`config.mk`:
```
export PLATFORM = sky130hd
export DESIGN_NAME = turn_scheduler
export DESIGN_NICKNAME = d
export VERILOG_FILES = /design/src/rtl/variable_pkg.sv /design/src/rtl/turn_timer.sv /design/src/rtl/turn_scheduler.sv
export SDC_FILE = /design/constraint.sdc
export NUM_CORES = 1
export LEC_CHECK = 0
export ABC_AREA = 1
export CORE_MARGIN = 2
export CORE_UTILIZATION = 50
export DETAILED_ROUTE_END_ITERATION = 10
export PLACE_DENSITY = 0.68
export SLEW_MARGIN = 20
export SYNTH_ARGS = -nofsm -noshare
export SYNTH_HDL_FRONTEND = slang
export SYNTH_SLANG_ARGS = --single-unit
```
`constraint.sdc`:
```
create_clock -name clk60MHz -period 3.05 [get_ports clk60MHz]
set_input_delay 0.7625 -clock clk60MHz [delete_from_list [all_inputs] [get_ports clk60MHz]]
set_output_delay 0.7625 -clock clk60MHz [all_outputs]
set_load 0.01 [all_outputs]
```
`src/rtl/variable_pkg.sv`:
```
// Shared game constants and types for the turn scheduler.
// ON/OFF, player ids, hp width and the turn FSM state enum.
package variable_pkg;

    localparam logic ON  = 1'b1;
    localparam logic OFF = 1'b0;

    localparam logic PLAYER0 = 1'b0;
    localparam logic PLAYER1 = 1'b1;

    localparam int HP_W = 3;

    typedef enum logic [2:0] {
        ST_IDLE,
        ST_AIM,
        ST_FLIGHT,
        ST_SETTLE,
        ST_GAME_OVER
    } turn_state_t;

endpackage

```
`src/rtl/turn_timer.sv`:
```
// Aim timer: loadable whole-second down-counter behind a tick prescaler.
// Ports: clk60MHz, rst, load, run -> time_left[3:0], expire (comb pulse).
module turn_timer #(
    parameter int TICKS_PER_SEC = 60_000_000,
    parameter int TURN_SEC      = 10
) (
    input  logic       clk60MHz,
    input  logic       rst,
    input  logic       load,
    input  logic       run,
    output logic [3:0] time_left,
    output logic       expire
);

    localparam int CW =
        (TICKS_PER_SEC > 1) ? $clog2(TICKS_PER_SEC) : 1;
    localparam logic [CW-1:0] TICK_LAST = CW'(TICKS_PER_SEC - 1);
    localparam logic [3:0]    SEC_INIT  = 4'(TURN_SEC);

    logic [CW-1:0] tick_cnt;
    logic          wrap;

    assign wrap   = run && (tick_cnt == TICK_LAST);
    // Expiry is the wrap of the last (zero) second.
    assign expire = wrap && (time_left == 4'd0);

    always_ff @(posedge clk60MHz) begin
        if (rst) begin
            tick_cnt  <= '0;
            time_left <= '0;
        end else if (load) begin
            tick_cnt  <= '0;
            time_left <= SEC_INIT;
        end else if (wrap) begin
            tick_cnt <= '0;
            if (time_left != 4'd0)
                time_left <= time_left - 4'd1;
        end else if (run) begin
            tick_cnt <= tick_cnt + CW'(1);
        end
    end

endmodule

```
`src/rtl/turn_scheduler.sv`:
```
// Two-player turn sequencer: aim timer, flight tracking, scoring, game over.
// Ports: clk60MHz, rst, start_game, throw_flag, end_throw, hit ->
//   turn, hp0, hp1, aim_en, time_left, timeout, game_over, winner.
// Optional TURN_SCHEDULER_WIND_EN adds signed wind[3:0] from a 16-bit LFSR.
module turn_scheduler
    import variable_pkg::*;
#(
    parameter int TICKS_PER_SEC = 60_000_000,
    parameter int TURN_SEC      = 10,
    parameter int SETTLE_CYCLES = 30_000_000,
    parameter int HP_MAX        = 3
) (
    input  logic            clk60MHz,
    input  logic            rst,
    input  logic            start_game,
    input  logic            throw_flag,
    input  logic            end_throw,
    input  logic            hit,
    output logic            turn,
    output logic [HP_W-1:0] hp0,
    output logic [HP_W-1:0] hp1,
    output logic            aim_en,
    output logic [3:0]      time_left,
    output logic            timeout,
    output logic            game_over,
    output logic            winner
`ifdef TURN_SCHEDULER_WIND_EN
    ,
    output logic signed [3:0] wind
`endif
);

    localparam int SW =
        (SETTLE_CYCLES > 1) ? $clog2(SETTLE_CYCLES) : 1;
    localparam logic [SW-1:0]   SETTLE_INIT = SW'(SETTLE_CYCLES - 1);
    localparam logic [HP_W-1:0] HP_INIT     = HP_W'(HP_MAX);

    turn_state_t     state, state_d;
    logic            turn_d, winner_d, timeout_d;
    logic [HP_W-1:0] hp0_d, hp1_d;
    logic [SW-1:0]   settle_cnt, settle_d;
    logic            tmr_load, tmr_expire;

    turn_timer #(
        .TICKS_PER_SEC(TICKS_PER_SEC),
        .TURN_SEC     (TURN_SEC)
    ) u_timer (
        .clk60MHz (clk60MHz),
        .rst      (rst),
        .load     (tmr_load),
        .run      (state == ST_AIM),
        .time_left(time_left),
        .expire   (tmr_expire)
    );

    assign aim_en    = (state == ST_AIM);
    assign game_over = (state == ST_GAME_OVER);

    always_ff @(posedge clk60MHz) begin
        if (rst) begin
            state      <= ST_IDLE;
            turn       <= PLAYER0;
            hp0        <= HP_INIT;
            hp1        <= HP_INIT;
            timeout    <= OFF;
            winner     <= PLAYER0;
            settle_cnt <= '0;
        end else begin
            state      <= state_d;
            turn       <= turn_d;
            hp0        <= hp0_d;
            hp1        <= hp1_d;
            timeout    <= timeout_d;
            winner     <= winner_d;
            settle_cnt <= settle_d;
        end
    end

    always_comb begin
        state_d   = state;
        turn_d    = turn;
        hp0_d     = hp0;
        hp1_d     = hp1;
        winner_d  = winner;
        settle_d  = settle_cnt;
        timeout_d = OFF;
        tmr_load  = OFF;
        unique case (state)
            ST_IDLE, ST_GAME_OVER: begin
                if (start_game) begin
                    state_d  = ST_AIM;
                    turn_d   = PLAYER0;
                    hp0_d    = HP_INIT;
                    hp1_d    = HP_INIT;
                    winner_d = PLAYER0;
                    tmr_load = ON;
                end
            end
            ST_AIM: begin
                // A throw beats an expiry landing on the same cycle.
                if (throw_flag) begin
                    state_d = ST_FLIGHT;
                end else if (tmr_expire) begin
                    timeout_d = ON;
                    state_d   = ST_SETTLE;
                    settle_d  = SETTLE_INIT;
                end
            end
            ST_FLIGHT: begin
                if (end_throw) begin
                    state_d  = ST_SETTLE;
                    settle_d = SETTLE_INIT;
                    if (hit) begin
                        if (turn == PLAYER0) begin
                            if (hp1 != '0)
                                hp1_d = hp1 - HP_W'(1);
                        end else begin
                            if (hp0 != '0)
                                hp0_d = hp0 - HP_W'(1);
                        end
                    end
                end
            end
            ST_SETTLE: begin
                if (settle_cnt == '0) begin
                    if (hp0 == '0 || hp1 == '0) begin
                        state_d  = ST_GAME_OVER;
                        winner_d = turn;
                    end else begin
                        state_d  = ST_AIM;
                        turn_d   = ~turn;
                        tmr_load = ON;
                    end
                end else begin
                    settle_d = settle_cnt - SW'(1);
                end
            end
            default: state_d = ST_IDLE;
        endcase
    end

`ifdef TURN_SCHEDULER_WIND_EN
    logic [15:0] lfsr;
    logic        lfsr_fb;

    // Fibonacci taps 16,14,13,11.
    assign lfsr_fb = lfsr[15] ^ lfsr[13] ^ lfsr[12] ^ lfsr[10];

    always_ff @(posedge clk60MHz) begin
        if (rst) begin
            lfsr <= 16'hACE1;
            wind <= '0;
        end else begin
            lfsr <= {lfsr[14:0], lfsr_fb};
            if (tmr_load)
                wind <= lfsr[3:0];
        end
    end
`else
    // No wind source in this build.
`endif

endmodule

```
-- Yosys cells after proc, flatten, opt, wreduce, memory -nomap -nowiden
Index checks and enable logic that the tools add are counted.
- register bits: 67
- input port bits: 6
- output and inout port bits: 15
- logic and storage cells: 102
- $add $sub $neg: 5
- equal/unequal tests: 19
- mux-type cells: 38
- bitwise operators: 2
- reduce and logical (&&, ||, !) cells: 28
- operators by type and width (cell ; count):
    $mux W25 ; 4
    $pmux W25 S3 ; 1
    $mux W3 ; 15
    $add A26 B1 Y26 const B ; 1
    $eq A26 B26 Y1 const B ; 1
    $ne A2 B2 Y1 const B ; 13
    $logic_not A25 Y1 ; 1
    $sub A25 B1 Y25 const B ; 1
    $mux W4 ; 3
    $pmux W3 S2 ; 2
    $pmux W3 S4 ; 1
    $reduce_and A4 Y1 ; 3
    $reduce_and A6 Y1 ; 2
    $logic_not A3 Y1 ; 3
    $mux W1 ; 9
    $reduce_bool A3 Y1 ; 3
    $reduce_bool A2 Y1 ; 4
    $eq A3 B2 Y1 const B ; 2
    $pmux W1 S2 ; 3
    $reduce_or A3 Y1 ; 2
    $sub A3 B1 Y3 const B ; 2
    $reduce_and A5 Y1 ; 1
    $logic_not A4 Y1 ; 1
    $reduce_and A2 Y1 ; 2
    other kinds (9) ; 12

-- Logic depth before layout (Yosys ltp)
- word-level depth: 7
- mapped depth: 13
- depth with buffers taken out: 12

-- Modules after synthesis
A second synthesis with hierarchy kept.
- cell total of the unflattened synthesis: 648
- area total of the unflattened synthesis: 4098.9 sq um
- by module, submodules not included (module ; instances ; cells each ; area each (sq um)):
    turn_scheduler ; 1 ; 388 ; 2406.1
    turn_timer ; 1 ; 260 ; 1692.9

-- Worst setup path after synthesis
OpenSTA, ideal clock, no wires.
- path type: flip-flop to flip-flop
- start point: reg hp0[0]
- end point: reg u_timer.tick_cnt[15]
- setup time: 0.117 ns
- arrival: 1.604 ns
- path slack: 1.329 ns
- stages on the path, launching flop included: 11
- path buffers: 1
- clock period less this slack: 1.721 ns
- cell sequence: dfxtp_1 > inv_1 > ha_1 > ha_1 > a21oi_1 > inv_1 > nor2_2 > a21oi_4 > nand3_2 > buf_2 > nor2_1
- cells in the longest elaborated chain, start to end: 6
- ends and longest elaborated chain (what ; RTL line ; text):
    from (decl) ; turn_scheduler.sv:20 ; output logic [HP_W-1:0] hp0,
    from (signal assigned) ; turn_scheduler.sv:71 ; hp0 <= hp0_d;
    $logic_not A3 Y1 ; turn_scheduler.sv:126 ; if (hp0 == '0 || hp1 == '0) begin
    $logic_or A1 B1 Y1 ; turn_scheduler.sv:126 ;
    $mux W1 ; turn_scheduler.sv:126 ;
    $mux W1 ; turn_scheduler.sv:125 ; if (settle_cnt == '0) begin
    $pmux W1 S2 ; turn_scheduler.sv:88 ; unique case (state)
    $reduce_or A3 Y1 (no source line) ; -- ;
    to (signal assigned) ; turn_timer.sv:39 ; tick_cnt <= tick_cnt + CW'(1);
    to (decl) ; turn_timer.sv:20 ; logic [CW-1:0] tick_cnt;
No other way between the ends.
A chain may end at the register's enable or synchronous reset.

-- Worst setup path after layout
- start point: reg state[1]
- end point: out game_over
- cells in the longest elaborated chain, start to end: 1
- ends and longest elaborated chain (what ; RTL line ; text):
    from (decl) ; turn_scheduler.sv:38 ; turn_state_t state, state_d;
    from (signal assigned) ; turn_scheduler.sv:69 ; state <= state_d;
    $eq A3 B3 Y1 ; turn_scheduler.sv:57 ; assign game_over = (state == ST_GAME_OVER);
    to (decl) ; turn_scheduler.sv:25 ; output logic game_over,
No other way between the ends.

==> flow_metrics.tcl <==
set metrics [dict create \
    muxShareOfSynthArea 0 \
    start_util 0.5120 \
    ys_seq_area_frac 0.3408 \
    crit_family "buffers and inverters" \
    globalRouteOverflowTotal 0 \
    layout_common_cells "nand2_1 (138), nor2_1 (111), inv_1 (74), dfxtp_1 (67), a21oi_1 (48)" \
    synth-compound-area-share 0.1176 \
    routed-via-count 3816 \
    synth.ff_latch_count 67 \
    final_max_slew_viol_count 0 \
    synthXorXnorAreaFrac 0.04228 \
    synth_top_family_by_area "simple AND/OR/NAND/NOR gates" \
    core_sq_mm 0.007687 \
    layout.cells.most_common "nand2_1" \
    r2r_slack_ns 0.82 \
    synthesis.area_sq_mm 0.003936 \
    path_class "flip-flop to output pin" \
    p_clk_frac 0.232 \
    cts_buffers 9 \
    r2r-start "state[1]" \
    holdBufCountCts 0 \
    p_int_mw 2.109 \
    cp-startpoint "state[1]" \
    die_h_microns 92.73 \
    hold_class "flip-flop to flip-flop" \
    sequentialPowerShare 0.316 \
    powerDensity_mw_per_mm2 835.5 \
    fmax_mhz 378.8 \
    antenna_found_initial 0 \
    worst_pin_slew_ns 0.5532 \
    cts_buffer_depth 2 \
    diodes 0 \
    area_growth_pct 13.41 \
    grt_pass1_wl_microns 16220 \
    leakagePower_nw 1.892 \
    fin_crit_sh 0.8656 \
    via_per_inst 5.122 \
    end_kind "output pin" \
    status "finished, final reports clean" \
    maxSlewHeadroom 0.6308 \
    drc 0 \
    crit_chain "nor2_1, inv_1, nor2_1, clkdlybuf4s50_1" \
    grt_max_degree 28 \
    gp_congestion 0.9235 \
    dp_hpwl_microns 6458 \
    die_w_microns 92.73 \
    yosys.area_share.adder 0.01907 \
    synthArstFlopShare 0 \
    drive_gt1_frac 0.07776 \
    track_usage 0.2285 \
    cp.required_ns 2.29 \
    cts_sinks 67 \
    portBuffers 20 \
    crit_buf_inv 2 \
    synthCells 615 \
    ant_nets 0 \
    reg2reg_to "u_timer.time_left[0]" \
    period_minus_slack_ns 2.640 \
    cts_resized 0 \
    cpPeakStageDelay_ns 0.55 \
    crit_top_cell "nor2_1" \
    root_buffer "clkbuf_8" \
    syn_avg_cell_area_sq_um 6.400 \
    synth-edff-count 0 \
    worst_r2r_path_depth 7 \
    finalSetupViolations 0 \
    worst_ep_arrival_time_ns 1.88 \
    synthSimpleGateAreaFrac 0.3846 \
    cp.depth 4 \
    ios 21 \
    crit_end "game_over" \
    syn_nets 627 \
    final_hold_viol_count 0 \
    grt_pass1_vias 3678 \
    startpoint_type "flip-flop" \
    p_sw_mw 1.620 \
    htreeDepth 3 \
    ys_warn_count 0 \
    firstDrtPassIters 5 \
    nNetsFinal 650 \
    tns_ns 0 \
    wl_microns 8943 \
    path_max_fanout 6 \
    timing.critical_path.slowest_stage_cell "clkdlybuf4s50_1" \
    yosys.cell_types.count 38 \
    final_core_util 0.5807 \
    wire_per_inst_microns 12.00 \
    swShare 0.4345 \
    rsz0062_at_grt "false" \
    combPwrFrac 0.452 \
    tritoncts "built" \
    rows 32 \
    clk_latency_ns 0.34 \
    drt_iter0_drc 190 \
    die_area_sq_mm 0.008598 \
    synthFlopType "dfxtp_1" \
    maxCapViolations 0 \
    skew_ns 0.01030 \
    ir_drop_v 0.0004195 \
    clk_pin_slew_ns 0.07 \
    post_cts_buffers 0 \
]
tightest hold or removal path: cells and delay by family, from the launching register on:
kind | cells | cell delay, ns
compound gates | 1 | 0.05
flops | 1 | 0.31
simple gates | 1 | 0.06
state kept, by name, indices dropped and copies added (netlist names), 3 cells and up:
name	flops
hp1	3
u_timer.time_left	4
hp0	3
u_timer.tick_cnt	26
state	3
settle_cnt	25
cells in the mapped netlist, types with 2 or more instances:
cell type	number	area, sq um
xor2_1	14	122.6
nor3b_1	2	15.01
nor2_1	111	416.7
clkbuf_1	3	11.26
o211ai_1	3	22.52
a21oi_1	48	240.2
o21ai_0	25	125.1
nand4_1	15	93.84
inv_2	6	22.52
dfxtp_1	67	1341
and2_1	2	12.51
buf_2	7	35.03
buf_4	2	15.01
nand3_2	4	40.04
nor2_2	7	43.79
nand2_2	3	18.77
nor4_1	2	12.51
ha_1	6	75.07
inv_1	74	277.8
or2_2	2	12.51
nand2_1	138	518.0
a31oi_1	2	12.51
xnor2_1	5	43.79
or2_0	2	12.51
nand3_1	42	210.2
o31ai_1	2	15.01
nor3_1	10	50.05
worst min-delay path by stage:
stage               depth (start not counted)     startpoint  slack (ns)       endpoint
floorplan                                   2  settle_cnt[1]        0.44  settle_cnt[1]
global placement                            2  settle_cnt[1]        0.45  settle_cnt[1]
detailed placement                          2  settle_cnt[1]        0.46  settle_cnt[1]
CTS                                         2  settle_cnt[1]        0.47  settle_cnt[1]
global route                                2         winner        0.50         winner
finish                                      2  settle_cnt[1]        0.46  settle_cnt[1]
metal layers:
layer / track usage / part of all wire / up-vias
li1: - / - / 2004
met1: 0.3155 / 0.52 / 1748
met2: 0.3723 / 0.44 / 56
met3: 0.02766 / 0.027 / 8
met4: 0.07353 / 0.0092 / 0
met5: 0 / 0 / -
metrics by stage:
step	setup WS [ns]	cells	hold slack, ns	cell area, sq um	power [mW]
after floorplan	1.329	615	0.4390	3936	2.464
after global placement	0.5763	729	0.4513	4229	2.836
after detailed placement	0.5155	729	0.4563	4229	2.875
after CTS	0.4172	745	0.4676	4464	3.744
after global routing	0.3036	745	0.4977	4464	4.071
final	0.4101	745	0.4635	4464	3.730
final cells by class:
class                           instances  area, sq um
Multi-Input combinational cell        454         2218
Timing Repair Buffer                   25        237.7
Inverter                               81        304.0
Tap cell                              102        127.6
Clock buffer                           11        151.4
Clock inverter                          5        83.83
Sequential cell                        67         1341
Fill cell                             786         3223
cells by family after synthesis:
group,count (synthesis)
flops,67
buf+inv,94
fa+ha+maj,6
xor+xnor,19
simple gates,344
compound gates,85
power by group through the flow:
| stage | logic (mW) | clock network, mW | registers (mW) |
|---|---|---|---|
| floorplan | 1.28 | 0 | 1.18 |
| global placement | 1.64 | 0 | 1.19 |
| detailed placement | 1.68 | 0 | 1.20 |
| CTS | 1.69 | 0.880 | 1.18 |
| global route | 1.94 | 0.928 | 1.21 |
| finish | 1.69 | 0.864 | 1.18 |
No activity file was read; power rests on OpenSTA's default activity.
